[src/rtl/lsu_ctrl.sv]
// lsu_ctrl: load/store unit controller bridging pipeline requests to a single-port word RAM
module lsu_ctrl #(
    parameter int DATA_WIDTH = 64,
    parameter int RAM_SIZE   = 12,
    parameter int ADDR_WIDTH = 64
) (
    input  logic                  clk,
    input  logic                  rst,
    input  logic                  req_valid_i,
    output logic                  req_ready_o,
    input  logic                  req_we_i,
    input  logic [ADDR_WIDTH-1:0] req_addr_i,
    input  logic [DATA_WIDTH-1:0] req_wdata_i,
    input  logic [2:0]            req_memwid_i,
    output logic                  resp_valid_o,
    input  logic                  resp_ready_i,
    output logic [DATA_WIDTH-1:0] resp_rdata_o,
    output logic [1:0]            resp_err_o,
    output logic [RAM_SIZE-1:0]   ram_addr_o,
    output logic [1:0]            ram_access_mode_o,
    output logic [DATA_WIDTH-1:0] ram_data_o,
    output logic [2:0]            ram_memwid_o,
    input  logic [DATA_WIDTH-1:0] ram_data_i,
    input  logic                  ram_illegal_i
);
    typedef enum logic [1:0] {IDLE, ISSUE, CAPTURE, RESP} state_t;
    localparam logic [1:0] MODE_NONE  = 2'd0;
    localparam logic [1:0] MODE_READ  = 2'd1;
    localparam logic [1:0] MODE_WRITE = 2'd2;
    state_t state, state_n;
    logic       is_load;
    logic       accept;
    logic       handshake;
    logic [1:0] chk_err;
    assign req_ready_o = (state == IDLE);
    assign accept      = req_valid_i && req_ready_o;
    assign handshake   = resp_valid_o && resp_ready_i;
    // request legality, highest-priority failure wins: width/op, then alignment, then range
    always_comb begin
        chk_err = (req_memwid_i == 3'b111 || (req_we_i && req_memwid_i[2])) ? 2'd3 :
                  (|req_addr_i[2:0])                                        ? 2'd1 :
                  (|req_addr_i[ADDR_WIDTH-1:RAM_SIZE+3])                    ? 2'd2 : 2'd0;
    end
    // state register
    always_ff @(posedge clk or posedge rst) begin
        if (rst) state <= IDLE;
        else     state <= state_n;
    end
    // next-state: rejected requests skip the RAM and respond straight away
    always_comb begin
        state_n = state;
        case (state)
            IDLE:    state_n = accept ? ((chk_err != 2'd0) ? RESP : ISSUE) : IDLE;
            ISSUE:   state_n = CAPTURE;
            CAPTURE: state_n = RESP;
            RESP:    state_n = handshake ? IDLE : RESP;
            default: state_n = IDLE;
        endcase
    end
    // datapath: RAM command registered at accept, response built in CAPTURE and held through RESP
    always_ff @(posedge clk or posedge rst) begin
        if (rst) begin
            resp_valid_o      <= 1'b0;
            resp_rdata_o      <= '0;
            resp_err_o        <= 2'd0;
            ram_addr_o        <= '0;
            ram_access_mode_o <= MODE_NONE;
            ram_data_o        <= '0;
            ram_memwid_o      <= 3'd0;
            is_load           <= 1'b0;
        end else begin
            case (state)
                IDLE: if (accept) begin
                    resp_err_o   <= chk_err;
                    resp_rdata_o <= '0;
                    is_load      <= !req_we_i;
                    resp_valid_o <= (chk_err != 2'd0);
                    if (chk_err == 2'd0) begin
                        ram_addr_o        <= req_addr_i[RAM_SIZE+2:3];
                        ram_memwid_o      <= req_memwid_i;
                        ram_data_o        <= req_wdata_i;
                        ram_access_mode_o <= req_we_i ? MODE_WRITE : MODE_READ;
                    end
                end
                ISSUE: begin
                    ram_access_mode_o <= MODE_NONE;
                    if (ram_illegal_i) resp_err_o <= 2'd3;
                end
                CAPTURE: begin
                    resp_rdata_o <= (is_load && resp_err_o == 2'd0) ? ram_data_i : '0;
                    resp_valid_o <= 1'b1;
                end
                RESP: if (resp_ready_i) resp_valid_o <= 1'b0;
                default: ;
            endcase
        end
    end
endmodule

[config.mk]
export PLATFORM = sky130hd
export DESIGN_NAME = lsu_ctrl
export DESIGN_NICKNAME = d
export VERILOG_FILES = /design/src/rtl/lsu_ctrl.sv
export SDC_FILE = /design/constraint.sdc
export NUM_CORES = 1
export LEC_CHECK = 0
export ABC_AREA = 1
export CORE_UTILIZATION = 30
export DETAILED_ROUTE_END_ITERATION = 10
export PLACE_DENSITY = 0.67
export SYNTH_ARGS = -nofsm -noshare
export SYNTH_HDL_FRONTEND = slang
export SYNTH_SLANG_ARGS = --single-unit
[constraint.sdc]
create_clock -name clk -period 5.4 [get_ports clk]
set_input_delay 1.08 -clock clk [delete_from_list [all_inputs] [get_ports clk]]
set_output_delay 1.08 -clock clk [all_outputs]
set_load 0.05 [all_outputs]
==> metrics.yaml <==
worst_setup_path:
  worstPathArrival_ps: 3550
  worstPathRequired_ps: 5680
  critPathLaunchType: "input pin"
  crit_type: "in2reg"
  crit_path_end_kind: "register"
  critPathMaxFanout: 74
grt:
  gr-total-overflow: 0
  grt_util_met2_pct: 28.0
  grtUsageTotal_pct: 17.0
  grt_start_max_net_pins: 83
  grt_util_met3_pct: 7.32
  grt_busiest_layer: "met2"
  grt_pass1_wl_um: 29500
  antenna_found_initial: 0
  use_met1_pct: 19.7
  grt_pass1_vias: 5709
floorplanning:
  die_w_um: 150
  die_area_mm2: 0.0225
  core_mm2: 0.0213
  row_count: 53
  start_util_pct: 30.9
  die_height_um: 150
  ioPinCount: 350
synth:
  synth_area_mm2: 0.00658
  ys_warn_count: 0
  synthCells: 734
  synth-seq-cells: 151
  avgSynthCellArea_um2: 8.96
  synth_area_leaders: "dfrtp_1 57%, inv_1 9.4%, o21ai_2 6.7%"
  seq_area_frac_synth_pct: 57.5
  synth_top_area_cell: "dfrtp_1"
  synth.distinct_cells: 19
  yosys.area.top_type_share_pct: 57.5
  mappedNetlistNets: 935
cts:
  clockBufferDepth: 2
  htreeDepth: 4
  tritoncts: "built"
  clk_latency_ps: 420
  cts_resized: 0
  post_cts_buffers: 0
  cts-root-buf: "clkbuf_16"
  cts_hold_buf: 0
  cts_buffers: 17
  numClockSinks: 151
  path_clk_slew_ps: 70
sta:
  clock.fmax_mhz: 306
  fin_skew_ps: 10.4
  setup_viol: 0
  maxSlewViolCount: 0
  layout_min_cycle_time_ps: 3270
  hold_slack_ps: 478
  rsz0062_at_grt: "false"
  hold_viol: 0
  worst_pin_slew_ps: 1080
  fin_setup_tns_ps: 0
  slew_headroom_pct: 27.6
  period_share_pct: 60.6
detailed_routing:
  firstDrtPassIters: 4
  totalWireLength_um: 19100
  dr_total_vias: 5793
  ant_nets: 0
  viasPerCell: 4.26
  wire_per_inst_um: 14.1
  drc: 0
  drt-initial-drc-count: 178
power_and_ir_drop:
  powerDensity_mw_per_mm2: 264
  power_leakage_nw: 5.12
  ir_worst_vdd_uv: 185
min_path:
  hp-class: "reg2reg"
placement:
  portBuffers: 349
  globalplace.congestion: 0.780
  dp_hpwl_um: 13700
job:
  max_cap_viol_count: 0
cells_and_area:
  area_growth_pct: 64.3
  nets: 1272
  num_antenna_cells: 0
  drive_gt1_share_pct: 8.67
run_status:
  status: "complete, no violations"
-- path summary, 6_finish.rpt --
path / slack, ps / startpoint / to / depth (start not counted)
min in group asynchronous: 1170 / rst / resp_rdata_o[63]$_DFFE_PP0P_ / 2
worst min register to register: 480 / ram_data_o[36]$_DFFE_PP0P_ / ram_data_o[36]$_DFFE_PP0P_ / 2
max in group asynchronous: 3180 / rst / resp_rdata_o[53]$_DFFE_PP0P_ / 3
worst min-delay path: 480 / ram_data_o[36]$_DFFE_PP0P_ / ram_data_o[36]$_DFFE_PP0P_ / 2
worst max-delay path: 2130 / req_addr_i[21] / ram_data_o[43]$_DFFE_PP0P_ / 12
worst max register to register: 3000 / state[1]$_DFF_PP0_ / ram_data_o[43]$_DFFE_PP0P_ / 7
-- layout by cell type, fill, tap and decap left out --
cell             instances
clkdlybuf4s50_1        349
bufinv_16                1
inv_1                  163
o32ai_1                  1
nand4_1                  2
nand2_1                108
nand3_4                  1
nand3_2                  1
clkinv_4                 3
nor2_1                  43
o21a_1                   1
nand3_1                 71
and2_1                   1
dfrtp_1                151
clkbuf_8                 1
o21ai_0                 75
o21ai_2                 50
clkbuf_16               17
nor2b_1                  1
o21ai_1                 21
buf_4                    6
inv_8                    2
nor2_4                   1
inv_6                    4
clkinv_2                 1
inv_2                    1
clkinvlp_4               4
nand2_2                  1
a21oi_1                  3
-- routing by layer --
metal  wire (um)  vias to the layer above
met5           0                        -
met4         259                        0
met3        2280                       18
met2        8820                      251
met1        7780                     2585
li1            -                     2939
-- registers in the layout, summed over array words and instances, names as in the netlist --
name,count
is_load,1
ram_access_mode_o,2
ram_addr_o,12
ram_data_o,64
ram_memwid_o,3
resp_err_o,2
resp_rdata_o,64
resp_valid_o,1
state,2
-- kinds of logic after synthesis --
logic type             count (synthesis)  synth area share [%]
AOI/OAI and AO/OA                    151                  14.4
buffers and inverters                202                  13.1
DFF                                  151                  57.5
and+or+nand+nor                      230                  15.0
-- stage by stage --
stage | power (mW) | setup WS (ps) | util [%] | instance area (um2) | cells
finish | 2.86 | 2130 | 50.8 | 10800 | 1359
global route | 2.99 | 1810 | 50.8 | 10800 | 1359
CTS | 2.90 | 2120 | 50.8 | 10800 | 1359
detailed placement | 1.70 | 1690 | 48.0 | 10200 | 1327
global placement | 1.70 | 1730 | 48.0 | 10200 | 1327
floorplan | 1.45 | 255 | - | 6580 | 734
-- power by group --
group | total (mW) | internal [mW] | switching [mW]
logic | 0.493 | 0.204 | 0.288
clock network | 1.18 | 0.659 | 0.525
registers | 1.18 | 1.16 | 0.0233
total | 2.86 | 2.02 | 0.836
-- Yosys cell counts --
master    instances
a21oi_1           3
and2_1            1
buf_1             2
buf_6            14
clkbuf_1         21
dfrtp_1         151
inv_1           165
nand2_1         109
nand3_1          72
nand3_4           1
nand4_1           2
nor2_1           43
nor2_4            1
nor2b_1           1
o21a_1            1
o21ai_0          75
o21ai_1          21
o21ai_2          50
o32ai_1           1
-- area by class of cell --
| class | count | area [um2] |
|---|---|---|
| Multi-Input combinational cell | 381 | 1940 |
| Clock buffer | 18 | 439 |
| Timing Repair Buffer | 355 | 3540 |
| Clock inverter | 14 | 140 |
| Fill cell | 1982 | 10500 |
| Sequential cell | 151 | 3780 |
| Tap cell | 275 | 344 |
| Inverter | 165 | 624 |
-- worst max-delay path, cell delays in order --
cell and delay, ps:
clkdlybuf4s50_1 410, nor2_1 100, nand2_1 80, inv_1 60, nand2_1 40, nor2_1 90, nand2_1 100, nor2_4 150
nand3_4 600, buf_4 590, nand2_1 160, o21ai_2 60
Power figures use the tool's default switching activity.
